### config.mk
export PLATFORM = sky130hd
export DESIGN_NAME = stage_round_sched
export DESIGN_NICKNAME = d
export VERILOG_FILES = /design/src/rtl/stage_round_sched.sv
export SDC_FILE = /design/constraint.sdc
export NUM_CORES = 1
export LEC_CHECK = 0
export CAP_MARGIN = 20
export CORE_AREA = 4 4 205 207
export DETAILED_ROUTE_END_ITERATION = 7
export DIE_AREA = 0 0 209 211
export DONT_BUFFER_PORTS = 1
export PLACE_DENSITY_LB_ADDON = 0.15
export SLEW_MARGIN = 20
export SYNTH_ARGS = -nofsm -noshare
export SYNTH_HDL_FRONTEND = slang
export SYNTH_SLANG_ARGS = --single-unit
### constraint.sdc
create_clock -name clk -period 2.8 [get_ports clk]
set_input_delay 0.56 -clock clk [delete_from_list [all_inputs] [get_ports clk]]
set_output_delay 0.56 -clock clk [all_outputs]
set_load 0.005 [all_outputs]
### src/rtl/stage_round_sched.sv
// Round scheduler for the 128-bit encryption stage pipeline: injects blocks,
// recirculates them ROUNDS times through a fixed-latency stage, emits results.
module stage_round_sched #(
  parameter int PIPE_LAT = 17,
  parameter int ROUNDS   = 10,
  parameter int TAG_W    = 4
) (
  input  logic             clk,
  input  logic             rst,
  input  logic             in_valid,
  output logic             in_ready,
  input  logic [127:0]     in_data,
  input  logic [TAG_W-1:0] in_tag,
  output logic             out_valid,
  output logic [127:0]     out_data,
  output logic [TAG_W-1:0] out_tag,
  output logic [3:0]       stg_num_o,
  output logic [127:0]     stg_data_o,
  input  logic [127:0]     stg_data_i,
  output logic [4:0]       in_flight,
  output logic             busy
);

  typedef struct packed {
    logic             v;
    logic [3:0]       round;
    logic [TAG_W-1:0] tag;
  } slot_t;

  localparam logic [3:0] LAST_ROUND = 4'(ROUNDS - 1);

  slot_t slots [PIPE_LAT];
  slot_t ret;
  slot_t issue;
  logic  recirc;
  logic  retire;
  logic  accept;

  // The stage has no valid of its own, so the slot leaving the tracker tells
  // us what stg_data_i holds this cycle. Gating with rst keeps the reset-cycle
  // outputs idle even while stale slots are still being cleared.
  always_comb begin
    ret        = slots[PIPE_LAT-1];
    recirc     = ~rst & ret.v & (ret.round != LAST_ROUND);
    retire     = ~rst & ret.v & (ret.round == LAST_ROUND);
    in_ready   = ~recirc;
    accept     = ~rst & in_valid & in_ready;
    stg_data_o = in_data;
    stg_num_o  = 4'd0;
    issue.v     = in_valid;
    issue.round = 4'd0;
    issue.tag   = in_tag;
    if (recirc) begin
      stg_data_o  = stg_data_i;
      stg_num_o   = ret.round + 4'd1;
      issue.v     = 1'b1;
      issue.round = ret.round + 4'd1;
      issue.tag   = ret.tag;
    end
  end

  always_ff @(posedge clk) begin
    if (rst) begin
      for (int i = 0; i < PIPE_LAT; i++) slots[i] <= '0;
      out_valid <= 1'b0;
      out_data  <= '0;
      out_tag   <= '0;
      in_flight <= 5'd0;
    end else begin
      slots[0] <= issue;
      for (int i = 1; i < PIPE_LAT; i++) slots[i] <= slots[i-1];
      out_valid <= retire;
      if (retire) begin
        out_data <= stg_data_i;
        out_tag  <= ret.tag;
      end
      case ({accept, retire})
        2'b10:   in_flight <= in_flight + 5'd1;
        2'b01:   in_flight <= in_flight - 5'd1;
        default: in_flight <= in_flight;
      endcase
    end
  end

  assign busy = (in_flight != 5'd0) | out_valid;

endmodule

Yosys cells after proc, flatten, opt, wreduce, memory -nomap -nowiden
Memories as Yosys holds them, arrays and structs flattened.
Index checks and enable logic that the tools add are counted.
{ "totals": {"register_bits": 138, "latch_bits": 0, "ram_bits": 153, "mem_bits_ro": 0, "inputBits": 263, "out_inout_bits": 272, "wordCells": 63, "memories": 1} }
{ "op_classes": {"add_sub_neg": 3, "mul": 0, "n_div": 0, "magnitude_cmp": 0, "n_eq_ne": 4, "shifts": 0, "n_mux": 24, "n_bitwise": 25, "reduce_logical": 2} }
{ "memory_table": {"columns": ["memory", "depth", "word_bits", "rd", "rd_clocked_by_memory_dff", "wr", "line", "rtl"], "rows": [
  ["slots", 17, 9, 17, 0, 17, "32", "slot_t slots [PIPE_LAT];"]
]} }
{ "op_table": {"columns": ["cell", "n"], "rows": [
  ["$mux W9", 18],
  ["$mux W128", 1],
  ["$or A1 B1 Y1", 18],
  ["$pmux W5 S2", 1],
  ["$add A5 B1 Y5 const B", 1],
  ["$and A1 B1 Y1", 5],
  ["$reduce_bool A5 Y1", 1],
  ["$sub A5 B1 Y5 const B", 1],
  ["$add A4 B1 Y4 const B", 1],
  ["$eq A4 B4 Y1 const B", 1],
  ["$mux W4", 1],
  ["$ne A4 B4 Y1 const B", 1],
  ["$mux W1", 3],
  ["$eq A2 B1 Y1 const B", 1],
  ["$eq A2 B2 Y1 const B", 1],
  ["$not A1 Y1", 2],
  ["$reduce_bool A2 Y1", 1]
]} }

Logic depth before layout (Yosys ltp)
Gate-level depths: netlist of the first run.
{ "logic_depth": {"ltp_word": 7, "mapped_depth": 15, "ltp_nobuf": 12} }

Worst setup path before layout of the first run
Ideal clock, no wire load.
{ "synth_timing": {"path_kind": "flip-flop to flip-flop", "startpoint": "memory slots[0][148] (netlist bit)", "endpoint": "register in_flight[4]", "setup_ps": 121, "t_arrival_ps": 2947, "required_ps": 2679, "setup_slack_ps": -268, "stages_incl_launch_ff": 15, "n_path_buf": 3, "period_less_slack_ps": 3068, "cell_sequence": "dfxtp_1 ha_1 nand3b_4 and3b_1 buf_2 buf_2 or3_1 ha_1 clkbuf_1 xor2_1 ha_1 nor2b_1 a31oi_1 o32ai_1 mux2_2"} }
{ "synth_rtl": {"columns": ["element", "line", "rtl"], "rows": [
  ["start, declared", "32", null],
  ["end signal, assigned", "78", "2'b10: in_flight <= in_flight + 5'd1;"],
  ["end signal, assigned", "79", "2'b01: in_flight <= in_flight - 5'd1;"],
  ["end signal, assigned", "80", "default: in_flight <= in_flight;"],
  ["end, declared", "20", "output logic [4:0] in_flight,"]
]} }

==> results of run 1 <==
-- sequential cells by signal, summed over array words and instances (netlist names) --
register	cells
slots	153
out_valid	1
out_data	128
in_flight	5
out_tag	4
-- cell type report --
class,count,area [um^2],share of cell area
sequential,291,5831,0.4544
timing repair buffer,18,306.5,0.02389
inverter,3,27.53,0.002145
antenna,3,7.507,0.0005850
clock inverter,10,118.9,0.009263
multi-input combinational,991,4846,0.3776
clock buffer,49,1030,0.08025
tap,532,665.6,0.05187
-- layer usage --
layer | up-vias | wire [um] | global-route usage
li1 | 4187 | - | -
met5 | - | 33 | 0
met4 | 6 | 1000 | 0.04860
met1 | 3954 | 15830 | 0.2026
met2 | 336 | 17540 | 0.2495
met3 | 70 | 4699 | 0.08436
-- metrics by stage --
stage / instances / setup WS, ns
3_5_place_dp: 1827 / 0.01128
6_report: 1897 / 0.1178
5_1_grt: 1895 / 0.0007541
4_1_cts: 1889 / 0.004640
3_3_place_gp: 1827 / 0.03964
2_1_floorplan: 1383 / -0.1541
-- layout by cell type (no fill, tap or decap), types with 8 or more instances in the layout --
cell,netlist,final
nand2_1,526,521
dfxtp_1,291,289
nor2b_1,149,148
nand2b_1,132,132
o21ai_0,82,82
o21ai_1,53,53
clkbuf_16,0,36
nor2_1,13,13
clkbuf_8,0,8
buf_4,13,8
-- what timing repair did --
| item | in CTS | in global routing |
|---|---|---|
| gates cloned | 2 | 0 |
| pin swaps | 0 | 2 |
| setup buffers | 1 | 4 |
| resized for setup | 12 | 9 |
| setup endpoints to repair | 129 | 71 |
-- report_power, final --
| part | internal [mW] | total (mW) | switching (mW) |
|---|---|---|---|
| clock | 2.75 | 4.48 | 1.74 |
| sequential | 4.15 | 4.16 | 0.00716 |
| combinational | 0.0847 | 0.206 | 0.121 |
-- worst reg2reg max path: stages, from the launching register on --
cell and delay, ns:
dfxtp_4 0.38, ha_4 0.14, nand3b_4 0.09, and3b_4 0.21, or3_4 0.35, ha_4 0.17, xor2_1 0.13, ha_2 0.21
nor2b_4 0.16, a31oi_2 0.10, o32ai_2 0.26, mux2_4 0.32
-- worst max path at each step --
| stage | from | endpoint | slack, ns |
|---|---|---|---|
| global placement | rst | in_flight[4] | 0.04 |
| detailed placement | rst | in_flight[4] | 0.01 |
| global route | slots[0][149] | stg_data_o[112] | 0.0008 |
| floorplan | slots[0][149] | in_flight[4] | -0.15 |
| finish | slots[0][148] | stg_data_o[109] | 0.12 |
| CTS | slots[0][149] | stg_data_o[69] | 0.005 |
-- cells by family (layout without fill, tap and decap cells) --
family,after synthesis,after routing,share of synthesized area
buffers and inverters,101,80,0.04617
AO/OA/AOI/OAI,142,142,0.06475
adder cells (fa/ha/maj),5,5,0.005631
flip-flops,291,291,0.5243
AND/OR/NAND/NOR,836,836,0.3523
multiplexers,3,3,0.002928
XOR/XNOR,5,5,0.003941
other,0,3,0
==> flow_metrics.py, run 1 <==
metrics = {
    "worst_hold_path": {
        "hp-start": "stg_data_i[118]",
        "holdCritPathClass": "input port to flop",
        "whs_path_depth": 2,
        "min_to": "out_data[118]",
    },
    "sta": {
        "rsz0062_at_grt": "false",
        "tightest_slew_ns": 0.7506,
        "max_freq_mhz": 372.8,
        "hold_viol": 0,
        "min_period_over_period": 0.9579,
        "min_period_ns": 2.682,
        "hold_slack_ns": 0.1645,
        "setup_tns_ns": 0,
        "report.final.slew_viol_count": 0,
        "relSlewSlack": 0.4996,
        "setup_violations": 0,
        "finClkSkew_ns": 0.01515,
    },
    "clock_network": {
        "h-tree-depth": 2,
        "cts_sinks": 291,
        "holdBufCountCts": 0,
        "ctsLongestPathBuffers": 3,
        "cts-root-buf": "clkbuf_16",
        "insertion_delay_ns": 0.51,
        "clk_pin_slew_ns": 0.06,
        "cts_tree": "built",
        "cts_buffers": 35,
    },
    "setup_path": {
        "cp_max_fo": 28,
        "crit_buf_inv": 3,
        "slowest_delay_ns": 0.38,
        "cp-end-kind": "output pin",
        "crit_required_ns": 2.24,
        "cp_num_cells": 8,
        "critPathSlowestCell": "dfxtp_4",
        "cp-start-kind": "flop",
        "timing.critical_path.max_delay_family": "simple AND/OR/NAND/NOR gates",
        "r2r_slack_ns": 0.16,
        "regToRegStartpoint": "slots[0][148]",
        "path_cells": "ha_4 > nand3b_4 > and3b_4 > buf_16 > inv_16 > buf_12 > nand2_1 > nand2_1",
        "critPathKind": "flop to output pin",
        "r2r-end": "in_flight[4]",
        "arrival_ns": 2.12,
        "cpMostUsedCell": "nand2_1",
        "r2r_cells": 11,
    },
    "routing": {
        "via_count": 8553,
        "drtIter0Drc": 647,
        "final_antenna_net_count": 0,
        "totalWireLength_um": 39100,
        "dr.pass1.iters": 7,
        "viasPerCell": 4.509,
        "drc": 0,
        "routedWlPerCell_um": 20.61,
    },
    "logic_synthesis": {
        "ys_seq_area_frac": 0.5243,
        "synth_edf_count": 0,
        "yosysMostFrequentCell": "nand2_1",
        "synth_top_area_share": 0.5243,
        "synth.area.top_cells": "dfxtp_1 (52%), nand2_1 (18%), nor2b_1 (8.4%)",
        "synthArstFlopShare": 0,
        "synth_nets": 1651,
        "syn_area_um2": 11110,
        "synth_commonest_cells": "nand2_1 (526), dfxtp_1 (291), nor2b_1 (149)",
        "ys_ff_latch": 291,
        "synth_ff_type": "dfxtp_1",
        "yosys.cell_types.count": 34,
        "synth_top_area_cell": "dfxtp_1",
        "yosysWarningCount": 0,
        "syn_area_per_cell_um2": 8.034,
        "syn_inst": 1383,
    },
    "global_routing": {
        "grt_pass1_wl_um": 54660,
        "grt_pass1_vias": 7878,
        "grt_max_degree": 293,
        "track_usage": 0.1633,
        "antenna_found_initial": 6,
        "grt-ovfl-total": 0,
    },
    "placed_design": {
        "hpwl_um": 28380,
        "routabilityCongestion": 0.9134,
        "numPortBuffers": 0,
        "placed_area_um2": 11450,
    },
    "power": {
        "power.density_nw_per_um2": 689.8,
        "power_leakage_nw": 5.177,
        "ir_drop_mv": 0.3400,
        "total_power_mw": 8.851,
    },
    "finish": {
        "fin_util": 0.3179,
        "final_cell_area_um2": 12830,
        "syn_to_final_growth_pct": 15.50,
        "drive_above_1_share": 0.06828,
        "fillers": 4312,
        "fin_nets": 1608,
    },
    "floorplan": {
        "initial_core_util": 0.2752,
        "die_x_um": 209,
        "dieHeight_um": 211,
        "rows": 74,
        "io_pins": 535,
        "core_area_um2": 40370,
        "die_area_um2": 44100,
    },
    "status": {
        "status": "finished, final reports clean",
    },
    "flow_run": {
        "max-cap-violations": 0,
    },
}
(Power assumes the default switching activity.)
==> run 2, diff against run 1 <==
--- a/config.mk
+++ b/config.mk
@@ -6,9 +6,9 @@
 export NUM_CORES = 1
 export LEC_CHECK = 0
 export CAP_MARGIN = 20
-export CORE_AREA = 4 4 205 207
+export CORE_AREA = 5 5 206 208
 export DETAILED_ROUTE_END_ITERATION = 7
-export DIE_AREA = 0 0 209 211
+export DIE_AREA = 0 0 211 213
 export DONT_BUFFER_PORTS = 1
 export PLACE_DENSITY_LB_ADDON = 0.15
 export SLEW_MARGIN = 20
==> run 2 against run 1 <==
- count of clock-buffer cells in the layout decreased by 2
- clock skew about the same
- power fell by 2.2%
- final area down 0.90%
- routed wire length is essentially flat
- via count is 0.91% higher
- fmax decreased by 0.63%
- critical endpoint is now in_flight[4]
- highest routed layer unchanged
==> flow_metrics.py, run 2 (synthesized netlist as in run 1, its figures left out) <==
metrics = {
    "finish": {
        "top_register": "slots",
        "final_cell_area_um2": 12720,
        "multi_input_area_um2": 4806,
        "final_cell_mix": "nand2_1 (526), dfxtp_1 (289), nor2b_1 (148), nand2b_1 (132), o21ai_0 (82)",
        "fin_nets": 1606,
        "syn_to_final_growth_pct": 14.46,
        "fillers": 4334,
        "seq_area_um2": 5831,
        "reg_top3": "slots x153, out_data x128, in_flight x5",
        "largest_reg_flops": 153,
        "final_common_cell": "nand2_1",
        "instances_no_fill": 1893,
        "drive_above_1_share": 0.06029,
    },
    "floorplan": {
        "io_pins": 535,
        "rows": 74,
        "core_area_um2": 40370,
        "dieHeight_um": 213,
        "initial_core_util": 0.2752,
        "die_x_um": 211,
        "die_area_um2": 44940,
    },
    "worst_hold_path": {
        "hp-start": "stg_data_i[120]",
        "holdCritPathClass": "input port to flop",
    },
    "clock_network": {
        "cts_tree": "built",
        "h-tree-depth": 2,
        "cts_sinks": 291,
        "cts-root-buf": "clkbuf_16",
        "insertion_delay_ns": 0.50,
        "ctsLongestPathBuffers": 3,
        "holdBufCountCts": 0,
        "clk_pin_slew_ns": 0.06,
        "cts_buffers": 34,
    },
    "sta": {
        "tightest_slew_ns": 1.127,
        "hold_viol": 0,
        "rsz0062_at_grt": "false",
        "finClkSkew_ns": 0.01563,
        "setup_violations": 0,
        "max_freq_mhz": 370.5,
        "report.final.slew_viol_count": 0,
        "relSlewSlack": 0.2489,
        "min_period_ns": 2.699,
        "min_period_over_period": 0.9640,
    },
    "placed_design": {
        "routabilityCongestion": 0.9594,
        "placed_area_um2": 11440,
        "hpwl_um": 28370,
        "numPortBuffers": 0,
        "placed_cells": 1829,
    },
    "setup_path": {
        "cp_max_fo": 3,
        "regToRegStartpoint": "slots[0][149]",
        "critPathKind": "flop to flop",
        "cpMostUsedCell": "ha_2",
        "critPathSlowestCell": "or3_4",
        "critPathLaunch": "slots[0][149]",
        "arrival_ns": 3.09,
        "path_cells": "inv_2 > ha_4 > nand3b_4 > and3b_4 > or3_4 > ha_2 > xor2_1 > ha_2 > nor2b_4 > a31oi_1 > o32ai_1 > mux2_2",
        "slowest_delay_ns": 0.37,
        "cp-end-kind": "flop",
        "crit_required_ns": 3.19,
        "cp-start-kind": "flop",
    },
    "global_routing": {
        "antenna_found_initial": 8,
        "track_usage": 0.1574,
        "grt_pass1_wl_um": 53420,
        "grt-ovfl-total": 0,
        "grt_max_degree": 293,
        "grt_pass1_vias": 7660,
    },
    "routing": {
        "final_antenna_net_count": 0,
        "dr.pass1.iters": 7,
        "viasPerCell": 4.559,
        "routedWlPerCell_um": 20.64,
        "totalWireLength_um": 39070,
        "drc": 0,
        "via_count": 8631,
        "drtIter0Drc": 634,
    },
    "power": {
        "total_power_mw": 8.657,
        "ir_drop_mv": 0.3744,
        "power.density_nw_per_um2": 680.7,
        "power_leakage_nw": 5.133,
    },
    "flow_run": {
        "max-cap-violations": 0,
    },
    "status": {
        "status": "finished, final reports clean",
    },
}
==> run 2: cell count changes in the layout (fill, tap and decap cells not counted), sizes merged <==
cell,delta
clkbuf,-2
diode,-2
buf,-1
clkinv,-1
clkinvlp,+1
inv,+1
==> run 2: repair_timing <==
action	in CTS	in global routing
endpoints found under the setup margin	132	35
gates cloned	4	0
gates resized for setup	11	5
setup buffers	1	0
pin swaps	0	1
==> run 2: final timing paths <==
path / depth (start not counted) / slack (ns) / end
setup / recovery: 12 / 0.10 / in_flight[4]
hold / removal: 2 / 0.16 / out_data[120]
setup reg to reg: 12 / 0.10 / in_flight[4]
hold reg to reg: 1 / 0.42 / slots[0][22]
==> run 2: area by class of cell <==
type	instances	area share
antenna	1	0.0001968
sequential	291	0.4585
inverter	3	0.002165
timing repair buffer	17	0.02351
clock buffer	47	0.07546
clock inverter	11	0.009937
multi-input combinational	991	0.3779
tap	532	0.05234
==> run 2: power breakdown <==
| group | switching [mW] | internal (mW) | leakage, nW | total [mW] |
|---|---|---|---|---|
| Combinational | 0.116 | 0.0837 | 2.25 | 0.199 |
| Sequential | 0.00718 | 4.15 | 2.35 | 4.16 |
| Clock | 1.71 | 2.59 | 0.534 | 4.30 |
| Total | 1.83 | 6.82 | 5.13 | 8.66 |
==> run 2: layer usage <==
metal / track usage / vias up / wire, um
li1: - / 4189 / -
met1: 0.2005 / 4007 / 15930
met2: 0.2426 / 339 / 17840
met3: 0.06671 / 80 / 4052
met4: 0.04985 / 16 / 1139
met5: 0 / - / 104
==> run 2: critical path: cells and delay by family, from the launching register on <==
| family | cells | cell delay (ns) |
|---|---|---|
| AO/OA/AOI/OAI | 2 | 0.33 |
| XOR/XNOR | 1 | 0.14 |
| adder cells (fa/ha/maj) | 3 | 0.54 |
| buffers and inverters | 1 | 0.06 |
| flip-flops | 1 | 0.33 |
| multiplexers | 1 | 0.36 |
| AND/OR/NAND/NOR | 4 | 0.82 |
==> run 2: stage by stage <==
| stage | utilization | hold slack [ns] | setup TNS (ns) | worst slack (ns) |
|---|---|---|---|---|
| 5_1_grt | 0.3150 | 0.1359 | 0 | 0.01564 |
| 4_1_cts | 0.3150 | 0.1366 | 0 | 0.0005924 |
| 3_5_place_dp | 0.2834 | 0.4204 | 0 | 0.0005536 |
| 3_3_place_gp | 0.2834 | 0.4151 | 0 | 0.03108 |
| 2_1_floorplan | - | 0.4124 | -0.1541 | -0.1541 |
| 6_report | 0.3150 | 0.1612 | 0 | 0.1007 |
==> run 3, diff against run 2 <==
--- a/config.mk
+++ b/config.mk
@@ -5,12 +5,12 @@
 export SDC_FILE = /design/constraint.sdc
 export NUM_CORES = 1
 export LEC_CHECK = 0
+export ABC_AREA = 0
 export CAP_MARGIN = 20
 export CORE_AREA = 5 5 206 208
 export DETAILED_ROUTE_END_ITERATION = 7
 export DIE_AREA = 0 0 211 213
 export DONT_BUFFER_PORTS = 1
-export PLACE_DENSITY_LB_ADDON = 0.15
 export SLEW_MARGIN = 20
 export SYNTH_ARGS = -nofsm -noshare
 export SYNTH_HDL_FRONTEND = slang
==> run 3 against run 2 <==
- worst hold slack worse by 0.064 ns
- critical path depth is 4 lower
- clock power is 5.3% lower
- routed wire length is 3.4% lower
- setup slack worse by 0.050 ns
- non-clock buffer count is 8 higher
- sequential power hardly changed
- combinational power is 6% higher
- sequential cell count stayed put
- critical endpoint is now stg_data_o[73]
- largest power group is now sequential cells
- highest routed layer unchanged
==> flow_metrics.py, run 3 (synthesized netlist as in run 1, its figures left out) <==
metrics = {
    "status": {
        "status": "finished, final reports clean",
    },
    "clock_network": {
        "clk_pin_slew_ns": 0.06,
        "ctsLongestPathBuffers": 3,
        "cts_sinks": 291,
        "cts_buffers": 31,
        "cts_tree": "built",
        "cts-root-buf": "clkbuf_16",
        "insertion_delay_ns": 0.57,
        "h-tree-depth": 1,
    },
    "setup_path": {
        "arrival_ns": 2.19,
        "crit_buf_inv": 3,
        "path_cells": "ha_4 > nand3b_4 > and3b_4 > buf_16 > inv_8 > bufbuf_16 > nand2_1 > nand2_1",
        "critPathSlowestCell": "dfxtp_4",
        "r2r_slack_ns": 0.12,
        "cp-end-kind": "output pin",
        "cp_max_fo": 11,
        "cpMostUsedCell": "nand2_1",
        "cp-start-kind": "flop",
        "timing.critical_path.max_delay_family": "simple AND/OR/NAND/NOR gates",
        "crit_required_ns": 2.24,
        "slowest_delay_ns": 0.39,
        "critPathKind": "flop to output pin",
    },
    "finish": {
        "top_register": "slots",
        "final_cell_mix": "nand2_1 (511), dfxtp_1 (289), nor2b_1 (148), nand2b_1 (132), o21ai_0 (82)",
        "fin_nets": 1611,
        "drive_above_1_share": 0.07619,
        "final_common_cell": "nand2_1",
        "syn_to_final_growth_pct": 15.43,
        "reg_top3": "slots x153, out_data x128, in_flight x5",
        "largest_reg_flops": 153,
        "fillers": 4267,
    },
    "floorplan": {
        "dieHeight_um": 213,
        "die_x_um": 211,
        "core_area_um2": 40370,
        "die_area_um2": 44940,
        "rows": 74,
        "io_pins": 535,
        "initial_core_util": 0.2752,
    },
    "routing": {
        "drc": 0,
        "routedWlPerCell_um": 19.89,
        "viasPerCell": 4.597,
        "totalWireLength_um": 37760,
        "dr.pass1.iters": 7,
        "drtIter0Drc": 865,
        "final_antenna_net_count": 0,
        "via_count": 8726,
    },
    "power": {
        "power_leakage_nw": 5.187,
        "power.density_nw_per_um2": 658.4,
        "ir_drop_mv": 0.3637,
    },
    "sta": {
        "min_period_ns": 2.749,
        "rsz0062_at_grt": "true",
        "hold_viol": 0,
        "tightest_slew_ns": 0.7229,
        "setup_violations": 0,
        "hold_slack_ns": 0.09713,
        "setup_tns_ns": 0,
        "max_freq_mhz": 363.8,
        "finClkSkew_ns": 0.008352,
        "report.final.slew_viol_count": 0,
        "relSlewSlack": 0.5180,
        "min_period_over_period": 0.9818,
    },
    "worst_hold_path": {
        "holdCritPathClass": "input port to flop",
    },
    "global_routing": {
        "track_usage": 0.1527,
        "grt_pass1_vias": 7959,
        "grt-ovfl-total": 0,
        "grt_pass1_wl_um": 52760,
        "grt_max_degree": 293,
        "antenna_found_initial": 6,
    },
    "placed_design": {
        "routabilityCongestion": 0.9741,
        "hpwl_um": 26840,
        "numPortBuffers": 0,
    },
    "flow_run": {
        "max-cap-violations": 0,
    },
}
==> run 3: worst paths after layout <==
kind,from,endpoint,cells after the start
worst max-delay path,slots[0][148],stg_data_o[73],8
worst min-delay path,stg_data_i[8],out_data[8],2
worst max register to register,slots[0][148],in_flight[4],11
worst min register to register,slots[0][5],slots[0][14],1
==> run 3: layer usage <==
metal / share of wire / vias up / GRT usage
li1: - / 4192 / -
met1: 0.42 / 4085 / 0.2036
met2: 0.45 / 366 / 0.2309
met3: 0.11 / 73 / 0.05951
met4: 0.028 / 10 / 0.04337
met5: 0.0018 / - / 0
==> run 3: final cells by class <==
type                            count  area (um^2)  area share
Clock buffer                       43        860.8     0.06712
Multi-Input combinational cell    991         4860      0.3789
Antenna cell                        1        2.502   0.0001951
Inverter                            3        18.77    0.001463
Timing Repair Buffer               25        426.7     0.03327
Sequential cell                   291         5831      0.4546
Clock inverter                     12        160.2     0.01249
Tap cell                          532        665.6     0.05190
==> run 3: metrics by stage <==
step / setup slack (ns) / cells / cell area, um^2 / total power [mW] / utilization
final: 0.05108 / 1898 / 12820 / 8.444 / 0.3177
after global routing: -0.05091 / 1898 / 12820 / 8.767 / 0.3177
after CTS: -0.02663 / 1898 / 12770 / 8.584 / 0.3164
after detailed placement: 0.02178 / 1833 / 11470 / 4.457 / 0.2842
after global placement: 0.03539 / 1833 / 11470 / 4.455 / 0.2842
after floorplan: -0.1541 / 1383 / 11170 / 4.440 / -
==> run 3: what timing repair did <==
item,4_1_cts,5_1_grt
pin swaps,0,2
hold buffers,0,0
setup buffers,4,0
setup endpoints to repair,133,81
cloned,6,0
resized for setup,18,19
==> run 3: report_power, final <==
part           internal, mW  leakage, nW  switching, mW
logic                0.0880         2.34          0.123
clock network          2.43        0.501           1.65
registers              4.15         2.35        0.00748
